**src/rtl/instr_mix_sequencer.sv**
```systemverilog
// ---------------------------------------------------------------------------
// instr_mix_sequencer
//
// Fetches PROG_LEN MIPS instruction words from a synchronous instruction
// memory over a request/valid handshake. Each word is classified as R, I or J
// type, and its destination register is tallied for $3..$6. When the run
// finishes, the profile is shown on the LEDs; the switch selects the page.
//
// Parameters
//   PROG_LEN  instructions per run (1..64)
//   CNT_W     width of each class/destination counter (>= 3)
//
// Optional feature
//   SAT_COUNT_EN  when defined, counters saturate at 2^CNT_W-1;
//                 otherwise they wrap modulo 2^CNT_W.
//
// Ports
//   clk         system clock, rising edge
//   rstn        asynchronous active-low reset
//   start       run request, honoured in IDLE and DONE only
//   imem_addr   word address of the current fetch
//   imem_rd     one-cycle read strobe (REQ state)
//   imem_data   instruction word, qualified by imem_valid
//   imem_valid  read data valid, honoured only in WAIT
//   switch      LED page: 0 = class counts, 1 = destination counts
//   busy        high in REQ, WAIT, DECODE
//   done        high in DONE
//   led         registered profile display, 8'h00 outside DONE
// ---------------------------------------------------------------------------
module instr_mix_sequencer #(
  parameter int PROG_LEN = 8,
  parameter int CNT_W    = 4
) (
  input  logic        clk,
  input  logic        rstn,
  input  logic        start,
  output logic [5:0]  imem_addr,
  output logic        imem_rd,
  input  logic [31:0] imem_data,
  input  logic        imem_valid,
  input  logic        switch,
  output logic        busy,
  output logic        done,
  output logic [7:0]  led
);

  typedef enum logic [2:0] {
    S_IDLE,
    S_REQ,
    S_WAIT,
    S_DECODE,
    S_DONE
  } state_t;

  localparam logic [5:0] LAST_ADDR = 6'(PROG_LEN - 1);

  state_t           state_q, state_d;
  logic [5:0]       addr_q, addr_d;
  logic [31:0]      instr_q, instr_d;
  logic [CNT_W-1:0] r_q, r_d;
  logic [CNT_W-1:0] i_q, i_d;
  logic [CNT_W-1:0] j_q, j_d;
  logic [CNT_W-1:0] c3_q, c3_d;
  logic [CNT_W-1:0] c4_q, c4_d;
  logic [CNT_W-1:0] c5_q, c5_d;
  logic [CNT_W-1:0] c6_q, c6_d;
  logic [7:0]       led_q, led_d;

  logic [5:0]       opcode;
  logic             is_r;
  logic             is_j;
  logic [4:0]       dest;
  logic             run_req;

  // Only opcode, rt and rd take part in the profile.
  logic             unused_fields;
  assign unused_fields = ^{instr_q[25:21], instr_q[10:0]};

  function automatic logic [CNT_W-1:0] bump(input logic [CNT_W-1:0] c);
`ifdef SAT_COUNT_EN
    return (&c) ? c : c + 1'b1;
`else
    return c + 1'b1;
`endif
  endfunction

  // Classification of the latched instruction word.
  always_comb begin
    opcode = instr_q[31:26];
    is_r   = (opcode == 6'd0);
    is_j   = (opcode == 6'd2) || (opcode == 6'd3);
    dest   = is_r ? instr_q[15:11] : instr_q[20:16];
  end

  // start only matters when no run is in flight.
  assign run_req = start && ((state_q == S_IDLE) || (state_q == S_DONE));

  // Next-state logic.
  always_comb begin
    state_d = state_q;
    unique case (state_q)
      S_IDLE:   if (start) state_d = S_REQ;
      S_REQ:    state_d = S_WAIT;
      S_WAIT:   if (imem_valid) state_d = S_DECODE;
      S_DECODE: state_d = (addr_q == LAST_ADDR) ? S_DONE : S_REQ;
      S_DONE:   if (start) state_d = S_REQ;
      default:  state_d = S_IDLE;
    endcase
  end

  // Outputs decoded from the state.
  always_comb begin
    imem_rd = (state_q == S_REQ);
    busy    = (state_q == S_REQ) || (state_q == S_WAIT) || (state_q == S_DECODE);
    done    = (state_q == S_DONE);
  end

  // Datapath: address, instruction latch, counters, LED page.
  always_comb begin
    addr_d  = addr_q;
    instr_d = instr_q;
    r_d     = r_q;
    i_d     = i_q;
    j_d     = j_q;
    c3_d    = c3_q;
    c4_d    = c4_q;
    c5_d    = c5_q;
    c6_d    = c6_q;
    led_d   = 8'h00;

    if (run_req) begin
      addr_d = 6'd0;
      r_d    = '0;
      i_d    = '0;
      j_d    = '0;
      c3_d   = '0;
      c4_d   = '0;
      c5_d   = '0;
      c6_d   = '0;
    end

    if ((state_q == S_WAIT) && imem_valid) begin
      instr_d = imem_data;
    end

    if (state_q == S_DECODE) begin
      if (is_r)      r_d = bump(r_q);
      else if (is_j) j_d = bump(j_q);
      else           i_d = bump(i_q);

      // jal writes $31 implicitly; J-type never counts a destination.
      if (!is_j) begin
        unique case (dest)
          5'd3:    c3_d = bump(c3_q);
          5'd4:    c4_d = bump(c4_q);
          5'd5:    c5_d = bump(c5_q);
          5'd6:    c6_d = bump(c6_q);
          default: ;
        endcase
      end

      if (addr_q != LAST_ADDR) addr_d = addr_q + 6'd1;
    end

    // The display is computed from the held counters while in DONE.
    if (state_q == S_DONE) begin
      if (switch) led_d = {c6_q[1:0], c5_q[1:0], c4_q[1:0], c3_q[1:0]};
      else        led_d = {j_q[1:0], i_q[2:0], r_q[2:0]};
    end
  end

  // State register.
  always_ff @(posedge clk or negedge rstn) begin
    if (!rstn) state_q <= S_IDLE;
    else       state_q <= state_d;
  end

  // Datapath registers.
  always_ff @(posedge clk or negedge rstn) begin
    if (!rstn) begin
      addr_q  <= 6'd0;
      instr_q <= 32'd0;
      r_q     <= '0;
      i_q     <= '0;
      j_q     <= '0;
      c3_q    <= '0;
      c4_q    <= '0;
      c5_q    <= '0;
      c6_q    <= '0;
      led_q   <= 8'h00;
    end else begin
      addr_q  <= addr_d;
      instr_q <= instr_d;
      r_q     <= r_d;
      i_q     <= i_d;
      j_q     <= j_d;
      c3_q    <= c3_d;
      c4_q    <= c4_d;
      c5_q    <= c5_d;
      c6_q    <= c6_d;
      led_q   <= led_d;
    end
  end

  assign imem_addr = addr_q;
  assign led       = led_q;

endmodule

```
**config.mk**
```make
export PLATFORM = sky130hd
export DESIGN_NAME = instr_mix_sequencer
export DESIGN_NICKNAME = d
export VERILOG_FILES = /design/src/rtl/instr_mix_sequencer.sv
export SDC_FILE = /design/constraint.sdc
export NUM_CORES = 1
export LEC_CHECK = 0
export CAP_MARGIN = 30
export CORE_ASPECT_RATIO = 0.6
export CORE_MARGIN = 1.5
export CORE_UTILIZATION = 25
export DETAILED_ROUTE_END_ITERATION = 10
export DONT_BUFFER_PORTS = 1
export GPL_ROUTABILITY_DRIVEN = 0
export GPL_TIMING_DRIVEN = 0
export HOLD_SLACK_MARGIN = 0.03
export SLEW_MARGIN = 5
export SYNTH_ARGS = -nofsm -noshare
export SYNTH_HDL_FRONTEND = slang
export SYNTH_SLANG_ARGS = --single-unit
```
**constraint.sdc**
```tcl
create_clock -name clk -period 2.77 [get_ports clk]
set_input_delay 0.277 -clock clk [delete_from_list [all_inputs] [get_ports clk]]
set_output_delay 0.277 -clock clk [all_outputs]
set_load 0.02 [all_outputs]
```
Yosys cells after proc, flatten, opt, wreduce, memory -nomap -nowiden

Index checks and enable logic that the tools add are counted.
Widths: inputs -> output; s select.

Add/sub/neg operators: 8
Equal/unequal tests: 14
Multiplexer cells: 37
Reduce and logical (&&, ||, !) cells: 10

Operators by type and width:

| operator            | number |
|---|---|
| $mux 4              | 27 |
| $add 4x1->4 const B | 7 |
| $mux 6              | 3 |
| $mux 8              | 2 |
| $eq 5x3->1 const B  | 3 |
| $eq 6x2->1 const B  | 2 |
| $pmux 3 s4          | 1 |
| $mux 3              | 3 |
| $add 6x1->6 const B | 1 |
| $eq 3x2->1 const B  | 2 |
| $eq 6x3->1 const B  | 1 |
| $logic_not 6->1     | 1 |
| $ne 6x3->1 const B  | 1 |
| $eq 5x2->1 const B  | 1 |
| $mux 5              | 1 |
| $logic_or 1x1->1    | 4 |
| $eq 3x1->1 const B  | 1 |
| $eq 3x3->1 const B  | 1 |
| $logic_not 3->1     | 1 |
| $logic_and 1x1->1   | 2 |
| $ne 2x1->1 const B  | 1 |
| $ne 2x2->1 const B  | 1 |
| $reduce_and 2->1    | 1 |
| $reduce_or 2->1     | 1 |

Bits in registers: 77
Bits of input ports: 37
Output and inout port bits: 17
Logic and storage cells: 80

Logic depth before layout (Yosys ltp)

Depth after elaboration: 7
Mapped depth: 6
Mapped depth without buffers: 5

Least setup slack after synthesis

OpenSTA, ideal clock, no wires.

Path kind: reg-to-reg
Start point: reg instr_q[29]
End point: reg c3_q[1]
Library setup time: 120 ps
Data arrival time: 1881 ps
Required time: 2650 ps
Slack: 769 ps
Stages on the path, launching flop included: 5
Buffers on the path: 0
Period minus slack after synthesis: 2001 ps
Cells stage by stage: dfrtp_1 > or4_4 > or4_4 > a22o_1 > a31o_1

Cells in the longest elaborated chain, start to end: 6
Elaborated cells between the ends (all ways): 9
Those cells by class: eq/ne: 3; mux: 4; reduce/logical: 2

Ends and longest elaborated chain:

| item                   | line | RTL |
|---|---|---|
| from (decl)            | 59   | `logic [31:0] instr_q, instr_d;` |
| from (signal assigned) | 193  | `instr_q <= instr_d;` |
| $logic_not 6->1        | 90   | `is_r = (opcode == 6'd0);` |
| $mux 5                 | 92   | `dest = is_r ? instr_q[15:11] : instr_q[20:16];` |
| $eq 5x2->1             | 153  | `unique case (dest)` |
| $mux 4                 | 153  |  |
| $mux 4 *               | 152  | `if (!is_j) begin` |
| $mux 4 *               | 146  | `if (state_q == S_DECODE) begin` |
| net c3_d[1]            | 63   | `logic [CNT_W-1:0] c3_q, c3_d;` |
| to (signal assigned)   | 186  | `c3_q <= '0;` |
| to (signal assigned)   | 197  | `c3_q <= c3_d;` |
| to (decl)              | 63   |  |

The timed path passes the listed nets; every way through them passes the cells marked *.
A chain may end at the register's enable or synchronous reset.

Worst setup path after layout

Start point: reg instr_q[29]
End point: reg c6_q[1]

Cells in the longest elaborated chain, start to end: 6
Elaborated cells between the ends (all ways): 9
Those cells by class: eq/ne: 3; mux: 4; reduce/logical: 2

Ends and longest elaborated chain:

| item                 | line | RTL |
|---|---|---|
| $logic_not 6->1      | 90   |  |
| $mux 5               | 92   |  |
| $eq 5x3->1           | 153  |  |
| $mux 4               | 153  |  |
| $mux 4 *             | 152  |  |
| $mux 4 *             | 146  |  |
| net c6_d[1]          | 66   | `logic [CNT_W-1:0] c6_q, c6_d;` |
| to (signal assigned) | 189  | `c6_q <= '0;` |
| to (signal assigned) | 200  | `c6_q <= c6_d;` |
| to (decl)            | 66   |  |

Marks and branches as above.

==> run metrics <==
worst min-delay path class input pin to flip-flop; clk buf depth 2; Pleak around 1.2 nW; clk_skew around 0.0032 ns; CP max stage delay between 0.7 and 0.8 ns; ANT cells 0; clk slew on worst S/H paths 0.06 ns; Synth top cells by count 49 x dfrtp_1, 17 x mux2i_1, 16 x nor2_1, 15 x mux2_2, 14 x nand2_1; TritonCTS clock tree built; area share of the leading cell type in the synthesized netlist 0.525; vias per cell about 5.0; 1st-pass router iterations 7; Die W around 130 µm; total die area about 10000 µm²; Top FF cell, synth dfrtp_1; clock sinks 49; DR WL/cell between 15 and 20 µm; clock root cell clkbuf_16; vias in the first global route roughly 1700; Post-synth EDFFs 0; CTS Buf Count 5; layout cells sized above 1 0.142; die height between 70 and 80 µm; CP Cell Sequence nor4_2 -> nand4_1 -> a222oi_1 -> a31o_2; nets@finish roughly 260; FFs w/ async S/R, synth 1.00; crit-path leading delay family simple AND/OR/NAND/NOR gates; Final Max Slew Viols 0; FF+latch count, synth 49; Synth area leaders dfrtp_1 52%, mux2i_1 7.3%, mux2_2 7.2%, nand3_1 2.8%, nor2_1 2.6%; fmax between 400 and 500 MHz; Final Cycle Share 0.900; Clk Latency, worst-skew pair slightly below 0.3 ns; Initial Util 0.256; Worst setup SP type flip-flop; Max FO, Critical Path 9; largest net degree at the start of global routing 50; RSZ-0062 raised after global routing false; row cnt 27; initial antenna violation count 0; Max VDD drop between 0.2 and 0.3 mV; WP buf/inv 0; endpoints failing hold 0; Slew @ Worst Pin 0.850 ns; DRC Markers 0; area grow syn2layout 14.1%; Setup violations, final 0; post-synthesis sequential area ratio 0.525; max_slew headroom 0.429; cells resized by post-CTS repair 0; first-pass GRT wire length 9050 µm; pre-CTS WS roughly 0.39 ns; Avg Cell Area, Syn 11.2 µm²; status completed; final worst setup slack between 0.2 and 0.3 ns; most frequent cell after synthesis dfrtp_1; post-CTS setup buffers 0; FILL cells ~980; post-synth top area cell dfrtp_1; post-route ant nets 0; gr usage total 0.119; Arrival @ worst endpoint 2.72 ns; DPL Wire Length roughly 3900 µm; core region area between 9000 and 10000 µm²; Vias between 1500 and 2000; critical path class flip-flop to flip-flop; pwr/cell area roughly 980 nW/µm²; IO Pins 54; Crit-path slowest cell nor4_2; crit path capture type flip-flop; final WL between 5000 and 6000 µm; TNS Setup 0 ns; Warnings, synthesis 0; CTS Hold Bufs 2; number of library cell types mapped by synthesis 39; Syn Nets approximately 250; Post-Syn Instances 208; Crit path required time about 3.0 ns; Initial DRC Count 102; Cell Area, Synth roughly 2300 µm²; PortBufs 0; minimum clock period about 2.5 ns; CTS H-tree depth 2; gr ovfl total 0; # Max-Cap Violations 0
==> worst reg2reg max path, cell delays in order, from the launching register on <==
cell      delay [ns]
dfrtp_1         0.40
nor4_2          0.77
nand4_1         0.56
a222oi_1        0.53
a31o_2          0.17
==> sequential cells by signal, summed over array words and instances, names as in the netlist <==
signal and flops:
j_q 2, i_q 3, c6_q 2, instr_q 16, c4_q 2, imem_addr 6
led 8, c5_q 2, state_q 3, c3_q 2, r_q 3
==> cell usage in the layout, fill, tap and decap left out, drive strengths merged, types with 5 or more instances in the layout <==
master,netlist,final
nand2b,8,8
mux2i,17,17
nor3b,5,5
nand2,14,14
dfrtp,49,49
o21ai,12,12
mux2,15,15
clkbuf,5,12
nand3,13,13
nor2,16,16
==> cell type report <==
cell class / count / area, µm² / area share
Sequential cell: 49 / 1230 / 0.460
Multi-Input combinational cell: 149 / 1070 / 0.402
Tap cell: 116 / 145 / 0.0544
Clock buffer: 7 / 143 / 0.0535
Timing Repair Buffer: 3 / 42.5 / 0.0160
Buffer: 6 / 23.8 / 0.00892
Inverter: 4 / 15.0 / 0.00563
==> report_power, final <==
part           leakage (nW)  switching (W)  internal [W]
Clock                0.0700       0.000262      0.000355
Sequential            0.639       0.000269      0.000946
Combinational         0.451       0.000420      0.000353
Total                  1.16       0.000951       0.00165
==> through the flow <==
stage               utilization  power [W]  hold WS (ns)  cell area, µm²  cells
global placement          0.272    0.00194       -0.0172            2480    324
floorplan                     -    0.00177       -0.0186            2340    208
CTS                       0.292    0.00262        0.0816            2670    334
finish                    0.292    0.00260        0.0896            2670    334
detailed placement        0.273    0.00198       -0.0173            2490    325
global route              0.292    0.00281        0.0891            2670    334
==> final timing paths <==
path | startpoint | end | slack (ns) | cells after the start
worst min register to register | i_q[2]$_DFF_PN0_ | i_q[2]$_DFF_PN0_ | 0.51 | 1
worst max register to register | instr_q[29]$_DFFE_PN0P_ | c6_q[1]$_DFF_PN0_ | 0.28 | 4
worst max-delay path | instr_q[29]$_DFFE_PN0P_ | c6_q[1]$_DFF_PN0_ | 0.28 | 4
min in group asynchronous | rstn | instr_q[20]$_DFFE_PN0P_ | 0.49 | 2
worst min-delay path | start | state_q[2]$_DFFE_PN0P_ | 0.09 | 1
max in group asynchronous | rstn | r_q[2]$_DFF_PN0_ | 2.04 | 2
==> kinds of logic (layout without fill, tap and decap cells) <==
logic type,after synthesis,count (layout),synth area share
and+or+nand+nor,76,76,0.178
xor gates and xnor gates,3,3,0.0113
DFF,49,49,0.525
muxes,32,32,0.145
AOI/OAI and AO/OA,35,35,0.108
buffers and inverters,10,20,0.0166
adders and majority gates,3,3,0.0161
==> per-layer routing <==
layer | vias up | share of wire | global-route usage
met3 | 7 | 0.062 | 0.0421
met4 | 0 | 0.014 | 0.0371
met5 | - | 0 | 0
li1 | 780 | - | -
met1 | 831 | 0.53 | 0.175
met2 | 43 | 0.39 | 0.159
Note: power is estimated with default switching activity, not from simulation.
==> RTL change, RTL diff (same flow settings) <==
Build with the macro `SAT_COUNT_EN` defined.
--- a/src/rtl/instr_mix_sequencer.sv
+++ b/src/rtl/instr_mix_sequencer.sv
@@ -27,6 +27,8 @@
 //   done        high in DONE
 //   led         registered profile display, 8'h00 outside DONE
 // ---------------------------------------------------------------------------
+`define SAT_COUNT_EN
+
 module instr_mix_sequencer #(
   parameter int PROG_LEN = 8,
   parameter int CNT_W    = 4
Formal check against the unedited RTL: no difference found for any inputs over 10 cycles, from zero or initial values and one cycle with rstn low; that may be too few to reach the edited logic, so the function may still have changed.
==> RTL change against the unedited design <==
  * Power increased by 37%
  * Wire length increased by 35%
  * Sequential power grew 19%
  * Critical path depth is 1 higher
  * Design area up 39%
  * Worst setup slack improved by 0.40 ns
  * Sequential cell count grew 12
  * Non-clock buffer count unchanged
  * Synthesized area is 34% higher
  * Largest power group unchanged
==> RTL change: results (changes against the unedited design) <==
** Synth
- The average footprint of a synthesized cell came to 11.17 µm² (-0.57%).
- Primary flip-flop cell chosen by synthesis mapping :: sky130_fd_sc_hd__dfrtp_1
- Top post-synthesis cells by count :: sky130_fd_sc_hd__dfrtp_1 (61), sky130_fd_sc_hd__nand3_1 (23), sky130_fd_sc_hd__nand2_1 (21), sky130_fd_sc_hd__mux2i_1 (18), sky130_fd_sc_hd__nor2_1 (17)
- The number of library cell types mapped by synthesis is 59 (+51%).
- The count of yosys warnings during synthesis is 0 (unchanged).
- Top post-synthesis cells by area :: sky130_fd_sc_hd__dfrtp_1 (49%), sky130_fd_sc_hd__mux2i_1 (5.8%), sky130_fd_sc_hd__mux2_2 (5.4%)
- The post-synthesis net count is 325 (+31%).

** Setup path
- Count of cells along the worst register-to-register path :: 5 (+1)
- The arrival time at the worst endpoint was 2.28 ns (-0.44 ns).
- The maximum fanout along the worst path was 10 (+1).

** Detailed routing
- Routed length on met1 :: 3468 µm (+25%)
- Signal routing reaches up to met5.
- Met3 wire length :: 543 µm (+66%)
- The mean number of vias per cell came to 4.804 (-3.4%).
- The routed length per instance was 15.29 µm (-2.8%).
- Iteration-0 DRC Markers :: 134 (+31%)
- The total length of routed wires was 7094 µm (+35%).
- The first-pass iteration count of the detailed router was 4 (-3).

** Timing
- The largest clock skew in the final design is 0.005866 ns (+0.002706 ns).
- Slew Limit Headroom :: 52.30% (+9.4 points)

** Clock tree
- Total number of H-tree levels :: 3 (+1)
- Clock buffer count from CTS :: 9 (+4)
- Skew-Pair Late Insertion Delay :: 0.33 ns (+0.04 ns)

** Global route
- Met1 layer usage reported by global route :: 15.29% (-2.2 points)
- The maximum number of pins on one net before global-route repair is 62 (+24%).
- The global routing usage summed across all routing layers is 11.77% (-0.11 points).
- The first-pass GRT wire length was 11,610 µm (+28%).
- Via count of the first global-routing pass :: 2,228 (+33%)
- Met2 routing resource usage after global routing :: 17.11% (+1.3 points)
- The global routing usage on met3 was 5.960% (+1.8 points).

** Finish
- Fraction of final layout cells with drive strength greater than 1 :: 19.46% (+5.2 points)
- The layout net count is 338 (+31%).

** Pwr
- Internal power contribution :: 2.322 mW (+40%)
- Leak :: 1.611 nW (+39%)
- The total chip power came to 3.559 mW (+37%).
- Peak supply drop :: 0.3938 mV (+52%)
- The sequential fraction of design power was 40.4% (-6.2 points).
- The part of the power in combinational logic was 25.2% (-4.5 points).

** Place
- Post-place instance area :: 3333 µm² (+34%)
- Pre-CTS setup slack :: 0.6326 ns (+0.2465 ns)
- The sum of net half-perimeters after detailed placement is 5046 µm (+30%).

** Status
- The flow ran to the end, and the final reports show no timing, DRC or antenna violations.
[RTL change: cell types whose count changed in the layout (fill, tap and decap cells not counted), sizes merged, moves of 5 or more]
cell / delta
nand3: +10
nand2: +7
a21oi: +8
dfrtp: +12
ha: +5
nand2b: -6
nor3: +10
[RTL change: worst max-delay path: stages (launching register included)]
cell and delay [ns]:
sky130_fd_sc_hd__dfrtp_1 0.42, sky130_fd_sc_hd__nor4_4 0.59, sky130_fd_sc_hd__nand4_1 0.26, sky130_fd_sc_hd__a21oi_2 0.30, sky130_fd_sc_hd__nor4bb_1 0.30, sky130_fd_sc_hd__nor3_1 0.07
[RTL change: kinds of logic (layout without fill, tap and decap cells)]
kind of cell    count (synthesis)  after routing  share of synthesized area (%)
compound gates                 49             49                          12.33
xor+xnor                        5              5                          1.401
fa+ha+maj                       8              8                          3.201
buf+inv                        13             31                          1.680
flops                          61             61                          48.82
mux                            33             33                          11.16
other cells                     0              1                              0
simple gates                  111            111                          21.41
[RTL change: cell type report]
class	instances	area, µm²
multi-input cells	206	1548
flip-flops and latches	61	1526
well taps	165	206.4
inverters	6	22.52
plain buffers	7	30.03
fillers	1224	8441
repair buffers	2	37.54
diodes	1	2.502
clock buffers	11	242.7
clock inverters	5	83.83
[RTL change: what timing repair did]
item | CTS | global route
setup buffers | 0 | 0
resized for setup | 0 | 0
endpoints found under the hold margin | 61 | 0
hold buffers | 2 | 0
[RTL change: worst paths after layout]
kind	start	to	slack (ns)
max reg2reg	instr_q[29]	c5_q[3]	0.68
min in group asynchronous	rstn	instr_q[14]	0.50
min reg2reg	j_q[3]	j_q[3]	0.52
max	instr_q[29]	c5_q[3]	0.68
min	start	state_q[2]	0.05
max in group asynchronous	rstn	imem_addr[3]	1.98
